[src/rtl/mac_tx_stream_arbiter.sv]
// Packet-granular round-robin arbiter sharing one AXI-stream TX port between N sources,
// with a 2-entry output slice (output register + skid register) towards the MAC.
//   state | meaning
//   IDLE  | no owner; pick the next requesting source unless paused
//   BUSY  | owner streams until its last beat is accepted
module mac_tx_stream_arbiter #(
  parameter int N      = 2,
  parameter int DATA_W = 32
) (
  input  logic                  clk,
  input  logic                  reset_n,
  input  logic [N*DATA_W-1:0]   s_data,
  input  logic [N-1:0]          s_valid,
  input  logic [N-1:0]          s_last,
  output logic [N-1:0]          s_ready,
  output logic [DATA_W-1:0]     m_data,
  output logic                  m_valid,
  output logic                  m_last,
  input  logic                  m_ready,
  input  logic                  pause,
  output logic [N-1:0]          grant,
  output logic                  busy,
  output logic [15:0]           frame_count
);

  localparam int PTR_W = $clog2(N);

  typedef enum logic {IDLE = 1'b0, BUSY = 1'b1} stateT;

  stateT              state, stateNext;
  logic [N-1:0]       grantQ, grantNext;
  logic [PTR_W-1:0]   rrPtr, rrPtrNext;
  logic               found;
  int                 cand;

  logic               outValid, outLast, skidValid, skidLast;
  logic [DATA_W-1:0]  outData, skidData, srcData;
  logic               srcLast, accept;
  logic [15:0]        frameCnt;

  // rrPtr always holds the current owner while BUSY, so it doubles as the data mux select
  assign srcData = s_data[int'(rrPtr)*DATA_W +: DATA_W];
  assign srcLast = s_last[rrPtr];
  assign s_ready = (state == BUSY && !skidValid) ? grantQ : '0;
  assign accept  = |(s_valid & s_ready);

  always_comb begin
    stateNext = state;
    grantNext = grantQ;
    rrPtrNext = rrPtr;
    found     = 1'b0;
    cand      = 0;
    case (state)
      IDLE: begin
        if (!pause) begin
          for (int k = 1; k <= N; k++) begin
            cand = int'(rrPtr) + k;
            if (cand >= N) cand = cand - N;
            if (!found && s_valid[cand]) begin
              found           = 1'b1;
              rrPtrNext       = PTR_W'(cand);
              grantNext       = '0;
              grantNext[cand] = 1'b1;
            end
          end
        end
        if (found) stateNext = BUSY;
      end
      BUSY: begin
        if (accept && srcLast) begin
          stateNext = IDLE;
          grantNext = '0;
        end
      end
      default: begin
        stateNext = IDLE;
        grantNext = '0;
      end
    endcase
  end

  always_ff @(posedge clk or negedge reset_n) begin
    if (!reset_n) begin
      state  <= IDLE;
      grantQ <= '0;
      rrPtr  <= PTR_W'(N - 1);
    end else begin
      state  <= stateNext;
      grantQ <= grantNext;
      rrPtr  <= rrPtrNext;
    end
  end

  // Skid register only fills when a beat is accepted while the output register is stalled
  always_ff @(posedge clk or negedge reset_n) begin
    if (!reset_n) begin
      outValid  <= 1'b0;
      outData   <= '0;
      outLast   <= 1'b0;
      skidValid <= 1'b0;
      skidData  <= '0;
      skidLast  <= 1'b0;
    end else if (!outValid || m_ready) begin
      if (skidValid) begin
        outValid  <= 1'b1;
        outData   <= skidData;
        outLast   <= skidLast;
        skidValid <= 1'b0;
      end else if (accept) begin
        outValid <= 1'b1;
        outData  <= srcData;
        outLast  <= srcLast;
      end else begin
        outValid <= 1'b0;
      end
    end else if (accept) begin
      skidValid <= 1'b1;
      skidData  <= srcData;
      skidLast  <= srcLast;
    end
  end

  always_ff @(posedge clk or negedge reset_n) begin
    if (!reset_n) begin
      frameCnt <= '0;
    end else if (outValid && m_ready && outLast) begin
      frameCnt <= frameCnt + 16'd1;
    end
  end

  assign m_valid     = outValid;
  assign m_data      = outData;
  assign m_last      = outLast;
  assign grant       = grantQ;
  assign busy        = (state == BUSY);
  assign frame_count = frameCnt;

endmodule
[config.mk]
export PLATFORM = sky130hd
export DESIGN_NAME = mac_tx_stream_arbiter
export DESIGN_NICKNAME = d
export VERILOG_FILES = /design/src/rtl/mac_tx_stream_arbiter.sv
export SDC_FILE = /design/constraint.sdc
export NUM_CORES = 1
export LEC_CHECK = 0
export BUFFER_PORTS_ARGS = -buffer_cell sky130_fd_sc_hd__buf_2
export CAP_MARGIN = 25
export CELL_PAD_IN_SITES_DETAIL_PLACEMENT = 2
export CELL_PAD_IN_SITES_GLOBAL_PLACEMENT = 2
export CORE_ASPECT_RATIO = 0.7
export CORE_UTILIZATION = 31
export DETAILED_ROUTE_END_ITERATION = 16
export PLACE_DENSITY_LB_ADDON = 0.1
export SYNTH_ARGS = -nofsm -noshare
export SYNTH_HDL_FRONTEND = slang
export SYNTH_SLANG_ARGS = --single-unit
[constraint.sdc]
create_clock -name clk -period 1.8 [get_ports clk]
set_input_delay 0.45 -clock clk [delete_from_list [all_inputs] [get_ports clk]]
set_output_delay 0.45 -clock clk [all_outputs]
set_load 0.02 [all_outputs]
==> impl_metrics.env, run 1 <==
export IMPL_status="complete, no violations"
export IMPL_post_layout_nonfiller_instances=733
export IMPL_r2r_cells=5
export IMPL_slew_viol_final=0
export IMPL_worstSetupStartpoint="skidValid"
export IMPL_critPathLaunchType="register"
export IMPL_root_buffer="clkbuf_16"
export IMPL_p_per_area_nw_per_um2=1810
export IMPL_layout_drive_gt1_share=0.321
export IMPL_final_common_cell="buf_2"
export IMPL_tns_ns=0
export IMPL_clock_latency_ns=0.34
export IMPL_layout_nets=616
export IMPL_core_rowCount=35
export IMPL_start_util=0.321
export IMPL_ant_nets=0
export IMPL_finalHoldViolCount=0
export IMPL_clkTransAtPathRegs_ns=0.07
export IMPL_endpoint_kind="output pin"
export IMPL_vias=3844
export IMPL_cts_resized=0
export IMPL_synth_top_area_share=0.510
export IMPL_final_cell_mix="125 x buf_2, 87 x dfrtp_1, 62 x a21oi_1"
export IMPL_boundaryPins=127
export IMPL_crit_end="s_ready[1]"
export IMPL_drc_errors=0
export IMPL_clockBufferDepth=2
export IMPL_pre_cts_slack_ns=0.0425
export IMPL_maxCapViolations=0
export IMPL_cts_buffers=9
export IMPL_dp_final_hpwl_mm=9.33
export IMPL_grt_pass1_vias=4175
export IMPL_synth_nets=497
export IMPL_r2r_start="rrPtr"
export IMPL_synth_avg_cell_area_um2=10.1
export IMPL_first_pass_iters=3
export IMPL_tritoncts="built"
export IMPL_viasPerCell=5.24
export IMPL_grt_max_degree=59
export IMPL_post_cts_setup_buffers=1
export IMPL_rsz0062_at_grt="false"
export IMPL_fin_ws_ns=0.0996
export IMPL_syn_cell_area_um2=4270
export IMPL_drt_initial_drc_count=92
export IMPL_synth_cell_types=33
export IMPL_worstPathArrival_ns=1.25
export IMPL_crit_fanout=5
export IMPL_gp_congestion=0.723
export IMPL_finalSetupViolCount=0
export IMPL_yosysWarnings=0
export IMPL_ir_drop_mv=0.605
export IMPL_cts_sinks=88
export IMPL_p_leak_nw=2.55
export IMPL_r2r_end="m_data[21]"
export IMPL_synthTopCellsByArea="dfrtp_1 51%, mux2i_1 8.0%, a21oi_1 7.3%"
export IMPL_die_y_um=100
export IMPL_syn_inst=424
export IMPL_port_buffers=126
export IMPL_grt_pass1_wl_mm=22.0
export IMPL_cts_htree_levels=3
export IMPL_crit_required_ns=1.35
export IMPL_max_freq_mhz=588
export IMPL_die_area_um2=14300
export IMPL_antenna_found_initial=0
export IMPL_criticalPathCategory="reg -> out"
export IMPL_routedWlPerCell_um=18.6
export IMPL_final_period_utilization=0.945
export IMPL_wl_mm=13.6
export IMPL_n_fill_cell=1494
export IMPL_ctsHoldBuffers=0
export IMPL_slew_headroom=0.673
export IMPL_dp_cells=716
export IMPL_yosysSeqAreaShare=0.516
export IMPL_ys_seq_elements=88
export IMPL_min_period_ns=1.70
export IMPL_gr_total_overflow=0
export IMPL_die_w_um=142
export IMPL_r2r_setup_slack_ns=0.12
export IMPL_skew_ns=0.0104
export IMPL_coreArea_um2=13300
export IMPL_yosysTopAreaCell="dfrtp_1"
export IMPL_worstMarginPinSlew_ns=0.489
export IMPL_antenna_cells=0
export IMPL_area_growth_pct=28.0
export IMPL_grt_total_usage=0.200
export IMPL_hold_class="in -> async"
[layout make-up]
type                    instances  area (um2)  share of cell area
clock buffers                  12         256              0.0469
clock inverters                 4        76.3              0.0140
inverters                       1        3.75            0.000686
multi-input cells             297        1840               0.336
flip-flops and latches         88        2200               0.403
well taps                     185         231              0.0423
repair buffers                146         858               0.157
[cells by family after synthesis]
logic type                 Yosys count  synth area share
DFF                                 88             0.516
buffers and inverters               39            0.0574
and+or+nand+nor                    106             0.128
AOI/OAI and AO/OA                  140             0.183
muxes                               35            0.0823
adders and majority gates            1           0.00293
xor gates and xnor gates            15            0.0307
[layer usage]
layer	up-vias	global-route usage	part of all wire
li1	1800	-	-
met5	-	0	0
met4	0	0.0554	0.011
met3	13	0.0406	0.039
met1	1957	0.259	0.46
met2	74	0.341	0.49
[metrics by stage]
step / util / hold slack [ns] / instance area, um2 / total power (W)
2_1_floorplan: - / 0.154 / 4280 / 0.00637
3_3_place_gp: 0.385 / 0.445 / 5130 / 0.00766
3_5_place_dp: 0.385 / 0.446 / 5130 / 0.00791
4_1_cts: 0.411 / 0.0754 / 5470 / 0.0101
5_1_grt: 0.411 / 0.0866 / 5470 / 0.0106
6_report: 0.411 / 0.0656 / 5470 / 0.00991
[Yosys cell counts]
library cell / n
dfrtp_1: 87
a21oi_1: 62
nor2_1: 39
nand4_1: 37
mux2i_1: 34
o22ai_1: 34
o21ai_0: 23
clkbuf_1: 14
buf_6: 10
nand2_1: 10
o21ai_1: 10
xnor2_1: 10
a21oi_2: 7
buf_2: 7
and3_1: 5
xor2_1: 5
buf_4: 4
and2_1: 3
buf_1: 3
nand2b_1: 3
nand3_1: 3
nor2b_1: 3
a22o_1: 1
a31oi_1: 1
and4_1: 1
and4bb_4: 1
dfstp_2: 1
ha_1: 1
inv_1: 1
mux2_2: 1
nor3_1: 1
o21bai_1: 1
o32ai_1: 1
[state kept, by name, indices dropped and copies added, names as in the netlist]
name,cells
m_valid,1
busy,1
m_last,1
grant,2
frame_count,16
m_data,32
skidData,32
skidLast,1
skidValid,1
rrPtr,1
[where the power goes]
group | internal [W] | switching (W) | leakage, nW
logic | 0.00166 | 0.00261 | 1.34
clock network | 0.00130 | 0.000783 | 0.159
registers | 0.00287 | 0.000694 | 1.05
total | 0.00583 | 0.00408 | 2.55
[worst max-delay path, stage by stage (launching register included)]
cell and delay, ns:
dfrtp_1 0.45, nor2b_4 0.16, and2_2 0.15, buf_2 0.15
[worst min-delay path by stage]
stage	from	end	slack [ns]	depth (start not counted)
6_report	reset_n	m_data[28]	0.07	1
5_1_grt	reset_n	m_data[28]	0.09	1
4_1_cts	reset_n	m_data[28]	0.08	1
3_5_place_dp	reset_n	skidData[29]	0.45	1
3_3_place_gp	reset_n	skidData[25]	0.44	1
2_1_floorplan	reset_n	busy	0.15	0
(Power assumes the default switching activity.)
==> run 2: changes to the inputs <==
- ABC_AREA: not set -> 1
- CORE_MARGIN: not set -> 2
- CORE_UTILIZATION: 31 -> 26
- clock period: 1.8 -> 1.5 ns (I/O delays scaled with it)
==> impl_metrics.env, run 2 <==
export IMPL_violations="setup timing"
export IMPL_start_util=0.267
export IMPL_skew_ns=0.00770
export IMPL_slew_headroom=0.768
export IMPL_worstPathArrival_ns=1.90
export IMPL_slew_viol_final=0
export IMPL_p_per_area_nw_per_um2=1960
export IMPL_final_period_utilization=1.12
export IMPL_final_common_cell="nand2_1"
export IMPL_synthTopCellsByArea="dfrtp_1 47%, nand2_1 23%, o21ai_2 5.1%"
export IMPL_drc_errors=0
export IMPL_ys_seq_elements=88
export IMPL_grt_pass1_wl_mm=26.1
export IMPL_port_buffers=126
export IMPL_yosysSeqAreaShare=0.479
export IMPL_cts_htree_levels=3
export IMPL_crit_fanout=8
export IMPL_layout_nets=859
export IMPL_clkTransAtPathRegs_ns=0.07
export IMPL_clock_latency_ns=0.34
export IMPL_coreArea_um2=17200
export IMPL_antenna_found_initial=1
export IMPL_grt_total_usage=0.177
export IMPL_finalHoldViolCount=0
export IMPL_crit_required_ns=1.73
export IMPL_synth_common_cells="280 x nand2_1, 87 x dfrtp_1, 51 x inv_1, 41 x o21ai_0, 38 x nand3_1"
export IMPL_layout_drive_gt1_share=0.498
export IMPL_clockBufferDepth=2
export IMPL_root_buffer="clkbuf_16"
export IMPL_criticalPathCategory="reg -> reg"
export IMPL_grt_pass1_vias=5018
export IMPL_status="finished, violations left"
export IMPL_holdWs_ns=0.340
export IMPL_gp_congestion=0.758
export IMPL_use_met1=0.223
export IMPL_r2r_setup_slack_ns=-0.17
export IMPL_endpoint_kind="register"
export IMPL_synth_edf_count=0
export IMPL_boundaryPins=127
export IMPL_synth_ff_type="dfrtp_1"
export IMPL_use_met2=0.323
export IMPL_ir_drop_mv=0.549
export IMPL_first_pass_iters=4
export IMPL_vias=4841
export IMPL_die_y_um=115
export IMPL_critPathLaunchType="register"
export IMPL_dp_final_hpwl_mm=11.3
export IMPL_maxCapViolations=0
export IMPL_min_period_ns=1.67
export IMPL_rsz0062_at_grt="true"
export IMPL_antenna_cells=0
export IMPL_p_leak_nw=3.98
export IMPL_synth_avg_cell_area_um2=7.51
export IMPL_async_flop_share=1.00
export IMPL_yosysTopAreaCell="dfrtp_1"
export IMPL_die_area_um2=18800
export IMPL_synth_nets=686
export IMPL_viasPerCell=4.74
export IMPL_grt_max_degree=68
export IMPL_fin_area_um2=7430
export IMPL_gr_usage_met3=0.0325
export IMPL_area_growth_pct=61.5
export IMPL_gr_total_overflow=0
export IMPL_hold_class="in -> reg"
export IMPL_final_cell_mix="157 x nand2_1, 122 x buf_2, 86 x dfrtp_1"
export IMPL_core_rowCount=40
export IMPL_die_w_um=163
export IMPL_finalSetupViolCount=73
export IMPL_yosysWarnings=0
export IMPL_syn_inst=613
export IMPL_ant_nets=0
export IMPL_routedWlPerCell_um=20.4
export IMPL_fin_ws_ns=-0.173
export IMPL_place_area_um2=5590
export IMPL_top_usage_layer="met2"
export IMPL_synth_most_common_cell="nand2_1"
export IMPL_wl_mm=20.9
export IMPL_worstMarginPinSlew_ns=0.346
export IMPL_syn_cell_area_um2=4600
export IMPL_synth_cell_types=28
export IMPL_synth_top_area_share=0.473
export IMPL_cts_buffers=9
export IMPL_tritoncts="built"
export IMPL_cts_sinks=88
export IMPL_max_freq_mhz=598
export IMPL_drt_initial_drc_count=159
run 2: cell types whose count changed in the layout (fill, tap and decap cells not counted), sizes merged, moves of 34 or more:
cell   before  now
inv         1   55
a21oi      69    1
o22ai      34    0
mux2i      34    0
nand3       3   39
o21ai      33   72
nand2      10  282
run 2: final timing paths:
path                                 start          to  depth (start not counted)
min in group asynchronous          reset_n    grant[0]                          2
worst max-delay path             skidValid  m_data[14]                         11
worst max register to register   skidValid  m_data[14]                         11
worst min-delay path            s_valid[1]       rrPtr                          3
worst min register to register  m_data[25]  m_data[25]                          2
max in group asynchronous          reset_n  m_data[30]                          3
run 2: kinds of logic (layout without fill, tap and decap cells):
family / after synthesis / in the layout / synth area share
AOI/OAI and AO/OA: 74 / 74 / 0.103
xor gates and xnor gates: 11 / 11 / 0.0209
adders and majority gates: 1 / 1 / 0.00272
buffers and inverters: 85 / 263 / 0.0843
DFF: 88 / 88 / 0.479
and+or+nand+nor: 354 / 354 / 0.310
run 2: metal layers:
metal,vias up,share of wire
li1,2259,-
met1,2467,0.45
met2,99,0.51
met3,14,0.035
met4,2,0.0087
met5,-,0.00038
run 2: cell type report:
type,count,area (um2)
multi-input combinational,440,2710
inverter,55,226
fill,1915,9790
tap,231,289
clock inverter,7,120
timing repair buffer,192,1650
clock buffer,9,225
sequential,88,2200
run 2: critical path, cell delays in order, from the launching register on:
cell,delay (ns)
dfrtp_1,0.42
buf_6,0.14
inv_6,0.06
nand4_1,0.10
nand2_2,0.13
inv_4,0.06
buf_12,0.12
nand2_8,0.08
nand2_8,0.10
clkbuf_16,0.21
nand2_2,0.07
nand2_1,0.06
run 2: through the flow:
step | cells | setup TNS (ns) | total power [W] | util | worst slack [ns]
after floorplan | 613 | -0.0579 | 0.00702 | - | -0.0289
after global placement | 963 | -6.24 | 0.00874 | 0.325 | -0.146
after detailed placement | 963 | -8.56 | 0.00900 | 0.325 | -0.210
after CTS | 982 | -0.296 | 0.0119 | 0.349 | -0.140
after global routing | 1022 | -12.22 | 0.0155 | 0.432 | -0.221
final | 1022 | -8.28 | 0.0146 | 0.432 | -0.173
run 2: timing repair:
action / 4_1_cts / 5_1_grt
endpoints found under the hold margin: 1 / 0
resized for setup: 16 / 264
cloned: 0 / 21
hold buffers: 1 / 0
pin swaps: 2 / 48
buffers inserted: 2 / 19
setup endpoints to repair: 63 / 61
run 2: where the power goes:
group	internal, W	switching [W]
Sequential	0.00337	0.000665
Clock	0.00163	0.00104
Combinational	0.00320	0.00467
==> run 3: changes to the inputs <==
--- a/config.mk
+++ b/config.mk
@@ -16,4 +16,5 @@
 export DETAILED_ROUTE_END_ITERATION = 16
 export PLACE_DENSITY_LB_ADDON = 0.1
+export SLEW_MARGIN = 20
 export SYNTH_ARGS = -nofsm -noshare
 export SYNTH_HDL_FRONTEND = slang
==> constraint.sdc (replaced) <==
create_clock -name clk -period 1.5 [get_ports clk]
set_input_delay 0.225 -clock clk [delete_from_list [all_inputs] [get_ports clk]]
set_output_delay 0.225 -clock clk [all_outputs]
set_load 0.02 [all_outputs]
==> impl_metrics.env, run 3 (same netlist as run 2, synthesis figures left out) <==
export IMPL_gp_congestion=0.763
export IMPL_root_buffer="clkbuf_16"
export IMPL_vias=4555
export IMPL_dp_cells=967
export IMPL_viasPerCell=4.57
export IMPL_finalSetupViolCount=0
export IMPL_cts_sinks=88
export IMPL_layout_drive_gt1_share=0.327
export IMPL_hold_class="in -> reg"
export IMPL_slew_viol_final=0
export IMPL_cts_buffers=9
export IMPL_drc_errors=0
export IMPL_gr_total_overflow=0
export IMPL_crit_required_ns=1.27
export IMPL_finalHoldViolCount=0
export IMPL_final_common_cell="nand2_1"
export IMPL_crit_fanout=2
export IMPL_worstPathArrival_ns=1.27
export IMPL_grt_max_degree=55
export IMPL_cts_htree_levels=3
export IMPL_first_pass_iters=4
export IMPL_endpoint_kind="output pin"
export IMPL_use_met1=0.232
export IMPL_worstMarginPinSlew_ns=0.455
export IMPL_clkTransAtPathRegs_ns=0.06
export IMPL_die_w_um=163
export IMPL_min_period_ns=1.50
export IMPL_criticalPathCategory="reg -> out"
export IMPL_intPower_w=0.00692
export IMPL_antenna_found_initial=0
export IMPL_critPathLaunchType="register"
export IMPL_tritoncts="built"
export IMPL_use_met2=0.316
export IMPL_routedWlPerCell_um=16.6
export IMPL_drt_initial_drc_count=164
export IMPL_area_growth_pct=36.0
export IMPL_wl_mm=16.5
export IMPL_status="complete, no violations"
export IMPL_clock_latency_ns=0.35
export IMPL_power_switching_w=0.00504
export IMPL_dp_final_hpwl_mm=11.8
export IMPL_p_leak_nw=3.36
export IMPL_grt_total_usage=0.181
export IMPL_port_buffers=126
export IMPL_boundaryPins=127
export IMPL_top_usage_layer="met2"
export IMPL_coreArea_um2=17200
export IMPL_final_period_utilization=0.998
export IMPL_p_seq_frac=0.324
export IMPL_gr_usage_met3=0.0375
export IMPL_grt_pass1_vias=5127
export IMPL_rsz0062_at_grt="true"
export IMPL_switching_share=0.421
export IMPL_clockBufferDepth=2
export IMPL_layout_nets=833
export IMPL_skew_ns=0.00637
export IMPL_p_per_area_nw_per_um2=1910
export IMPL_final_cell_mix="255 x nand2_1, 123 x buf_2, 87 x dfrtp_1"
export IMPL_die_y_um=115
export IMPL_die_area_um2=18800
export IMPL_start_util=0.267
export IMPL_max_freq_mhz=668
export IMPL_ir_drop_mv=0.679
export IMPL_comb_power_share=0.467
export IMPL_core_rowCount=40
export IMPL_tns_ns=0
export IMPL_post_layout_nonfiller_instances=996
export IMPL_ant_nets=0
export IMPL_slew_headroom=0.697
export IMPL_maxCapViolations=0
export IMPL_p_clk_frac=0.209
export IMPL_antenna_cells=0
export IMPL_grt_pass1_wl_mm=26.6
## run 3: routing by layer
layer  part of all wire  wire, um
met5                  0         0
met4             0.0082       135
met3              0.035       573
met2               0.49      8050
met1               0.47      7760
## run 3: power groups by stage
stage               Clock (W)  Sequential (W)  Combinational, W
floorplan                   0         0.00445           0.00257
global placement            0         0.00387           0.00489
detailed placement          0         0.00392           0.00511
CTS                   0.00257         0.00389           0.00519
global route          0.00265         0.00400           0.00632
finish                0.00250         0.00388           0.00558
## run 3: metrics by stage
step                setup WS [ns]  area, um2  total power, W  hold WS, ns   util
floorplan                  0.0543       4600         0.00702      -0.0706      -
global placement           0.0718       5610         0.00876        0.132  0.326
detailed placement        -0.0200       5610         0.00903        0.139  0.326
CTS                       -0.0327       5960          0.0116        0.166  0.346
global route              -0.0459       6250          0.0130        0.202  0.363
finish                    0.00239       6250          0.0120        0.184  0.363
## run 3: layout make-up
cell class                 instances  area, um2
clock buffer                      10        239
clock inverter                     6       82.6
fill                            2035      11000
inverter                          55        214
multi-input combinational        440       2120
sequential                        88       2200
tap                              231        289
timing repair buffer             166       1110
## run 3: critical path, stage by stage, from the launching register on
cell and delay, ns:
dfrtp_1 0.40, buf_4 0.17, nor3_4 0.19, buf_4 0.17
## run 3: final timing paths
| kind | cells after the start | slack (ns) | start | endpoint |
|---|---|---|---|---|
| max in group asynchronous | 3 | 0.66 | reset_n | skidData[18] |
| hold reg to reg | 2 | 0.48 | m_data[22] | m_data[22] |
| min in group asynchronous | 2 | 0.30 | reset_n | skidData[6] |
| hold / removal | 3 | 0.18 | s_valid[1] | rrPtr |
| setup / recovery | 3 | 0.002 | skidValid | s_ready[0] |
| setup reg to reg | 8 | 0.06 | skidValid | skidData[20] |
## run 3: what timing repair did
action,in CTS,in global routing
setup endpoints to repair,9,67
endpoints found under the hold margin,14,0
hold buffers,1,0
pin swaps,2,13
gates cloned,0,4
buffers inserted,1,7
resized for setup,6,56
